File: src/rtl/pll_reset_pkg.sv
// pll_reset_pkg: shared state encodings, clock constant and defaults for PLL-qualified reset sequencing.
package pll_reset_pkg;

    localparam int unsigned CLK_HZ          = 60_000_000;
    localparam int unsigned HOLD_CYCLES_DEF = 1024;
    localparam int unsigned STAGE_GAP_DEF   = 16;
    localparam int unsigned SYNC_STAGES_DEF = 2;

    localparam logic [1:0] ST_WAIT_LOCK = 2'd0;
    localparam logic [1:0] ST_HOLD      = 2'd1;
    localparam logic [1:0] ST_SYS_UP    = 2'd2;
    localparam logic [1:0] ST_RUN       = 2'd3;

    function automatic int unsigned max_u(input int unsigned a, input int unsigned b);
        return (a > b) ? a : b;
    endfunction

endpackage

File: src/rtl/sync_bit.sv
// sync_bit: STAGES-deep single-bit synchronizer with asynchronous active-high clear.
module sync_bit #(
    parameter int unsigned STAGES = 2
) (
    input  logic clk,
    input  logic clr_i,
    input  logic d_i,
    output logic q_o
);

    logic [STAGES-1:0] sync_q;

    always_ff @(posedge clk or posedge clr_i) begin
        if (clr_i)
            sync_q <= '0;
        else
            sync_q <= {sync_q[STAGES-2:0], d_i};
    end

    assign q_o = sync_q[STAGES-1];

endmodule

File: src/rtl/pll_reset_sequencer.sv
// pll_reset_sequencer: staged lock-qualified sys/peripheral resets for the PLL clock domain,
// with sticky and counted lock-loss diagnostics.
module pll_reset_sequencer
    import pll_reset_pkg::*;
#(
    parameter int unsigned HOLD_CYCLES = HOLD_CYCLES_DEF,
    parameter int unsigned STAGE_GAP   = STAGE_GAP_DEF,
    parameter int unsigned SYNC_STAGES = SYNC_STAGES_DEF
) (
    input  logic       clk,
    input  logic       reset,
    input  logic       locked,
    input  logic       clear_lost,
    output logic       sys_reset,
    output logic       periph_reset,
    output logic       ready,
    output logic       lock_lost,
    output logic [7:0] lock_loss_count
);

    localparam int CW = $clog2(max_u(HOLD_CYCLES, STAGE_GAP)) + 1;
    localparam logic [CW-1:0] HOLD_LAST = CW'(HOLD_CYCLES - 1);
    localparam logic [CW-1:0] GAP_LAST  = CW'(STAGE_GAP - 1);

    logic          lk_s;
    logic          loss;
    logic [1:0]    state_q, state_d;
    logic [CW-1:0] cnt_q, cnt_d;
    logic          sys_reset_q, periph_reset_q, ready_q;
    logic          lock_lost_q, lock_lost_d;
    logic [7:0]    loss_cnt_q, loss_cnt_d;

    sync_bit #(.STAGES(SYNC_STAGES)) u_sync (
        .clk   (clk),
        .clr_i (reset),
        .d_i   (locked),
        .q_o   (lk_s)
    );

    // Lock loss takes priority over every count comparison; only SYS_UP/RUN losses are counted.
    always_comb begin
        state_d = ST_WAIT_LOCK;
        cnt_d   = '0;
        loss    = 1'b0;
        case (state_q)
            ST_WAIT_LOCK: state_d = lk_s ? ST_HOLD : ST_WAIT_LOCK;
            ST_HOLD: begin
                state_d = !lk_s ? ST_WAIT_LOCK : (cnt_q == HOLD_LAST) ? ST_SYS_UP : ST_HOLD;
                cnt_d   = (lk_s && cnt_q != HOLD_LAST) ? cnt_q + 1'b1 : '0;
            end
            ST_SYS_UP: begin
                loss    = !lk_s;
                state_d = !lk_s ? ST_WAIT_LOCK : (cnt_q == GAP_LAST) ? ST_RUN : ST_SYS_UP;
                cnt_d   = (lk_s && cnt_q != GAP_LAST) ? cnt_q + 1'b1 : '0;
            end
            ST_RUN: begin
                loss    = !lk_s;
                state_d = lk_s ? ST_RUN : ST_WAIT_LOCK;
            end
            default: state_d = ST_WAIT_LOCK;
        endcase
        loss_cnt_d  = (loss && loss_cnt_q != 8'hFF) ? loss_cnt_q + 8'd1 : loss_cnt_q;
        lock_lost_d = loss | (lock_lost_q & ~clear_lost);
    end

    always_ff @(posedge clk or posedge reset) begin
        if (reset) begin
            state_q        <= ST_WAIT_LOCK;
            cnt_q          <= '0;
            sys_reset_q    <= 1'b1;
            periph_reset_q <= 1'b1;
            ready_q        <= 1'b0;
            lock_lost_q    <= 1'b0;
            loss_cnt_q     <= 8'd0;
        end else begin
            state_q        <= state_d;
            cnt_q          <= cnt_d;
            sys_reset_q    <= (state_d == ST_WAIT_LOCK) || (state_d == ST_HOLD);
            periph_reset_q <= state_d != ST_RUN;
            ready_q        <= state_d == ST_RUN;
            lock_lost_q    <= lock_lost_d;
            loss_cnt_q     <= loss_cnt_d;
        end
    end

    assign sys_reset       = sys_reset_q;
    assign periph_reset    = periph_reset_q;
    assign ready           = ready_q;
    assign lock_lost       = lock_lost_q;
    assign lock_loss_count = loss_cnt_q;

endmodule
File: config.mk
export PLATFORM = sky130hd
export DESIGN_NAME = pll_reset_sequencer
export DESIGN_NICKNAME = d
export VERILOG_FILES = /design/src/rtl/pll_reset_pkg.sv /design/src/rtl/sync_bit.sv /design/src/rtl/pll_reset_sequencer.sv
export SDC_FILE = /design/constraint.sdc
export NUM_CORES = 1
export LEC_CHECK = 0
export CAP_MARGIN = 20
export CORE_MARGIN = 1
export CORE_UTILIZATION = 46
export DETAILED_ROUTE_END_ITERATION = 6
export PLACE_DENSITY = 0.68
export SYNTH_ARGS = -nofsm -noshare
export SYNTH_HDL_FRONTEND = slang
export SYNTH_HIERARCHICAL = 1
export SYNTH_SLANG_ARGS = --single-unit
File: constraint.sdc
create_clock -name clk -period 3.75 [get_ports clk]
set_input_delay 0.75 -clock clk [delete_from_list [all_inputs] [get_ports clk]]
set_output_delay 0.75 -clock clk [all_outputs]
set_load 0.01 [all_outputs]
# == Word level (Yosys, flattened, before mapping) ==
# Index checks and enable logic that the tools add are counted.
# totals
ff_bits,27
input_bits,4
out_inout_bits,12
elab_cells,43
# op_classes
n_addsub,2
eq_ne,11
n_mux,11
n_bitwise,3
n_reduce_logical,8
# op_table
cell,n
two-way mux 11 bit,2
one-hot mux 11 bit (2 select lines),1
adder 11 x 1 -> 11 bit (second input constant),1
== test 11 x 10 -> 1 bit (second input constant),1
== test 11 x 4 -> 1 bit (second input constant),1
inequality test 11 x 10 -> 1 bit (second input constant),1
inequality test 11 x 4 -> 1 bit (second input constant),1
adder 8 x 1 -> 8 bit (second input constant),1
two-way mux 2 bit,4
inequality test 8 bit (second input constant),1
one-hot mux 2 bit (4 select lines),1
== test 2 bit (second input constant),3
== test 2 x 1 -> 1 bit (second input constant),2
zero test 2 bit,2
logical AND 1 bit,3
two-way mux 1 bit,3
inequality test 2 bit (second input constant),1
OR reduction 2 bit,1
bitwise AND 1 bit,1
zero test 1 bit,1
logical OR 1 bit,1
NOT 1 bit,1
bitwise OR 1 bit,1

# == Depth between registers and ports, before layout ==
# logic_depth
depth_word,6
depth_mapped,6
depth_no_buf,6

# == Cells and area by module ==
# The synthesis kept the hierarchy.
# by_module_without_submodules
module,instances,cells_per_inst,area_each_um2,seq_area_each_um2
pll_reset_sequencer,1,110,1211.2,628.1
sync_bit,1,3,53.8,50.0

# == Worst setup path after synthesis ==
# Ideal clock, no wire load.
# synth_path
path_kind,flip-flop to flip-flop
from,reg loss_cnt_q[0] (netlist: lock_loss_count[0])
to,reg loss_cnt_q[1] (netlist: lock_loss_count[1])
setup_time_ps,125
arrival_ps,1538
required_ps,3625
slack_ps,2087
stages_incl_launch_ff,5
n_path_buf,0
synth_period_minus_slack_ps,1663
path_cell_list,dfrtp_1 -> ha_1 -> and3_1 -> a31oi_2 -> mux2_2
# synth_via
elab_chain_len,2
word_cells_on_any_way,3
cone_classes,add/sub: 1; eq/ne: 1; reduce/logical: 1
# synth_rtl
element,line,source
"start, declared",pll_reset_sequencer.sv:31,"logic [7:0] loss_cnt_q, loss_cnt_d;"
"start signal, assigned",pll_reset_sequencer.sv:82,loss_cnt_q <= loss_cnt_d;
branches (longest 2 deep; another with adder 8 x 1 -> 8 bit),--,
# Several ways; the timed one is not identified.
# A chain may end at the register's enable or synchronous reset.

# == Worst setup path in the final report ==
# layout_path
from,reg sys_reset_q (netlist: sys_reset)
to,out sys_reset
# layout_rtl
element,line,source
"start, declared",pll_reset_sequencer.sv:29,"logic sys_reset_q, periph_reset_q, ready_q;"
"start signal, assigned",pll_reset_sequencer.sv:78,sys_reset_q <= (state_d == ST_WAIT_LOCK) || (state_d == ST_HOLD);
"end, declared",pll_reset_sequencer.sv:14,"output logic sys_reset,"
# No word-level cell between the ends.

==> run summary <==
Status: finished, final reports clean
CTS HTree Levels: 1
ANT cells: 0
Cell depth of the worst min-delay path: 0
Number of vias after detailed routing: 829
Clock tree from TritonCTS: yes
Unrepaired setup endpoints after global routing: false
Crit path cell chain: clkdlybuf4s50_1
Worst hold start: u_sync/sync_q[0]
Destination of the worst hold path: u_sync/sync_q[1]
Net Count, Synth: 123
Proportion of synthesized area in mux cells: 0.8902%
Core area: 2545 sq um
CTS hold repair buffers: 0
NumNets Final: 142
Pwr Total: 0.4430 mW
Number of global-route vias before repair: 844
Post-cts repair resize count: 0
Family with the most delay on the worst path: flip-flops
Final Skew: 0.01364 ns
Critical path type: reg -> out
Cell area after technology mapping: 1265 sq um
Remaining antenna violation count: 0
Total routing usage reported by global routing: 15.76%
Number of I/O pins: 16
Maximum number of pins on one net before global-route repair: 26
Cell variety after synth: 28
Number of cells produced by synthesis: 113
Required time reported for the critical path endpoint: 3.00 ns
Congestion Overflow GR: 0
Simple-gate share of the synthesized area: 17.31%
Worst min-delay path category: reg -> reg
Root Driver: sky130_fd_sc_hd__clkbuf_4
Count of port buffers added during placement: 15
Worst-Skew Late Latency: 0.32 ns
Area Growth Syn to Fin: 16.32%
Number of antenna violations at the first check in global routing: 0
Portion of synthesized cell area occupied by the leading cell type: 49.46%
Max-cap violations: 0
Post-CTS setup buffers: 0
Horiz. Die Dim: 54.44 um
Reg-to-reg slack, setup: 2.00 ns
Buffers from clock root to sink, at most: 2
Final count of hold timing violations: 0
Initial cell density of the core: 49.71%
Number of clock buffers inserted by TritonCTS: 3
Global-route wire length before repair: 3353 um
Total power density per cell area: 301.1 nW/um^2
Combinational family with the most area after synthesis: simple AND/OR/NAND/NOR gates
Share of synthesized cell area in full adder, half adder and majority cells: 5.935%
Register area: 678.2 sq um
Worst stage delay on the critical path: 0.55 ns
Synthesized-area fraction occupied by ao, oa, aoi and oai cells: 7.913%
Clock input transition at the sequential cells of the worst setup and hold paths: 0.16 ns
Ranking of synthesized cells by area: sky130_fd_sc_hd__dfrtp_1, sky130_fd_sc_hd__xnor2_1, sky130_fd_sc_hd__ha_1
Data arrival time of the worst path: 1.40 ns
Critical path's slowest cell: sky130_fd_sc_hd__dfstp_2
Routed WL: 2005 um
Final Wtd Congestion: 0.7249
Final routed DRC violation total: 0
Critical register-to-register path startpoint: lock_loss_count[0]
Post-route setup TNS: 0 ns
Routed WL per cell: 12.45 um
Clock sinks: 27
Max Slew Vio Count: 0
Slew at the pin closest to its max-slew limit: 0.9276 ns
Layout cell share with drive strength beyond 1: 9.924%
Kind of launch point of the worst setup path: flip-flop
Pre-antenna DRT Iters: 4
Filler cells: 229
Xor and xnor fraction of the mapped netlist area: 11.08%
Final setup vio count: 0
Number of DRC markers after the initial detailed-route iteration: 5
Buffering stage count on the worst path with inverters included: 1
Average size of a mapped cell: 11.19 sq um
Highest net fanout along the worst path: 1
Slew HR: 38.09%
Leakage Power: 0.6811 nW
Count of cells along the worst register-to-register path: 4
Worst slack on hold paths: 0.3693 ns
Crit path capture type: primary output
Y dimension of the die: 54.44 um
Count of warnings emitted by yosys: 6
VDD IR-drop max: 195.4 uV
Row Count: 18
DIE AREA: 2964 sq um
Average vias per placed instance: 5.149
Share of the clock period used by the worst path after layout: 57.27%
Maximum achievable frequency: 465.6 MHz
Detailed placement HPWL: 1500 um
Time the worst path needs with I/O delays and setup: 2.148 ns
Area taken by multi-input logic gates: 545.5 sq um
Worst r2r dst: lock_loss_count[1]
Leading area contributor after synthesis: sky130_fd_sc_hd__dfrtp_1
Share of synthesized area occupied by flip-flops and latches: 53.61%
#FFs+latches synth: 27
## layout make-up
class	instances	share of cell area, %
well taps	30	2.551
inverters	8	2.041
clock inverters	1	0.5102
flip-flops and latches	27	46.09
repair buffers	15	10.20
clock buffers	3	1.531
multi-input cells	77	37.07
## how the worst max path moves through the flow
stage / start / end / slack [ns] / cells past startpoint
after floorplan: lock_loss_count[0] / lock_loss_count[1] / 2.09 / 4
after global placement: reset / cnt_q[4] / 1.83 / 2
after detailed placement: reset / cnt_q[3] / 1.77 / 2
after CTS: sys_reset / sys_reset / 1.58 / 1
after global routing: sys_reset / sys_reset / 1.54 / 1
final: sys_reset / sys_reset / 1.60 / 1
## per-layer routing
layer / GRT usage (%) / wire length [um]
met5: 0 / 0
met4: 6.410 / 12
met3: 2.500 / 60
met2: 25.41 / 917
met1: 20.94 / 1014
## kinds of logic (layout without fill, tap and decap cells)
kind of cell	after synthesis	after routing
XOR/XNOR	16	16
buffers and inverters	9	27
AO/OA/AOI/OAI	10	10
adder cells (fa/ha/maj)	6	6
AND/OR/NAND/NOR	44	44
multiplexers	1	1
flip-flops	27	27
## Yosys cell counts
| master | count |
|---|---|
| sky130_fd_sc_hd__a31oi_1 | 1 |
| sky130_fd_sc_hd__a31oi_2 | 1 |
| sky130_fd_sc_hd__and3_1 | 7 |
| sky130_fd_sc_hd__and3b_1 | 1 |
| sky130_fd_sc_hd__buf_6 | 1 |
| sky130_fd_sc_hd__dfrtp_1 | 25 |
| sky130_fd_sc_hd__dfstp_2 | 2 |
| sky130_fd_sc_hd__ha_1 | 6 |
| sky130_fd_sc_hd__inv_1 | 7 |
| sky130_fd_sc_hd__inv_2 | 1 |
| sky130_fd_sc_hd__mux2_2 | 1 |
| sky130_fd_sc_hd__nand2_1 | 8 |
| sky130_fd_sc_hd__nand3_1 | 4 |
| sky130_fd_sc_hd__nand4_1 | 3 |
| sky130_fd_sc_hd__nand4_2 | 1 |
| sky130_fd_sc_hd__nor2_1 | 14 |
| sky130_fd_sc_hd__nor3_1 | 4 |
| sky130_fd_sc_hd__nor4_1 | 1 |
| sky130_fd_sc_hd__o21a_1 | 1 |
| sky130_fd_sc_hd__o21ai_0 | 2 |
| sky130_fd_sc_hd__o21bai_1 | 1 |
| sky130_fd_sc_hd__o22a_2 | 1 |
| sky130_fd_sc_hd__o311a_1 | 1 |
| sky130_fd_sc_hd__o311ai_1 | 1 |
| sky130_fd_sc_hd__o41ai_4 | 1 |
| sky130_fd_sc_hd__or2_2 | 1 |
| sky130_fd_sc_hd__xnor2_1 | 13 |
| sky130_fd_sc_hd__xor2_1 | 3 |
## sequential cells by signal, indices dropped and copies added (netlist names)
signal and flops:
lock_lost 1, sys_reset 1, periph_reset 1, ready 1, lock_loss_count 8, state_q 2, u_sync/sync_q 2, cnt_q 11
## per-stage QoR
stage          worst slack, ns  area, sq um  instances  utilization (%)
2_1_floorplan            2.087         1265        113                -
3_3_place_gp             1.834         1441        157            56.64
3_5_place_dp             1.769         1441        157            56.64
4_1_cts                  1.580         1471        161            57.82
5_1_grt                  1.543         1471        161            57.82
6_report                 1.602         1471        161            57.82
## layout by cell type (no fill, tap or decap), types with 4 or more instances in the layout
master and instances:
sky130_fd_sc_hd__nor2_1 14, sky130_fd_sc_hd__ha_1 6, sky130_fd_sc_hd__and3_1 7, sky130_fd_sc_hd__xnor2_1 13, sky130_fd_sc_hd__inv_1 7, sky130_fd_sc_hd__nand2_1 8, sky130_fd_sc_hd__clkdlybuf4s50_1 15, sky130_fd_sc_hd__nand3_1 4
sky130_fd_sc_hd__dfrtp_1 25, sky130_fd_sc_hd__nor3_1 4
## power by group
part / internal, mW / leakage (nW) / total [mW] / switching (mW)
combinational: 0.00749 / 0.303 / 0.0197 / 0.0122
sequential: 0.294 / 0.364 / 0.295 / 0.00173
clock: 0.0407 / 0.0139 / 0.128 / 0.0871
No activity file was read; power rests on OpenSTA's default activity.
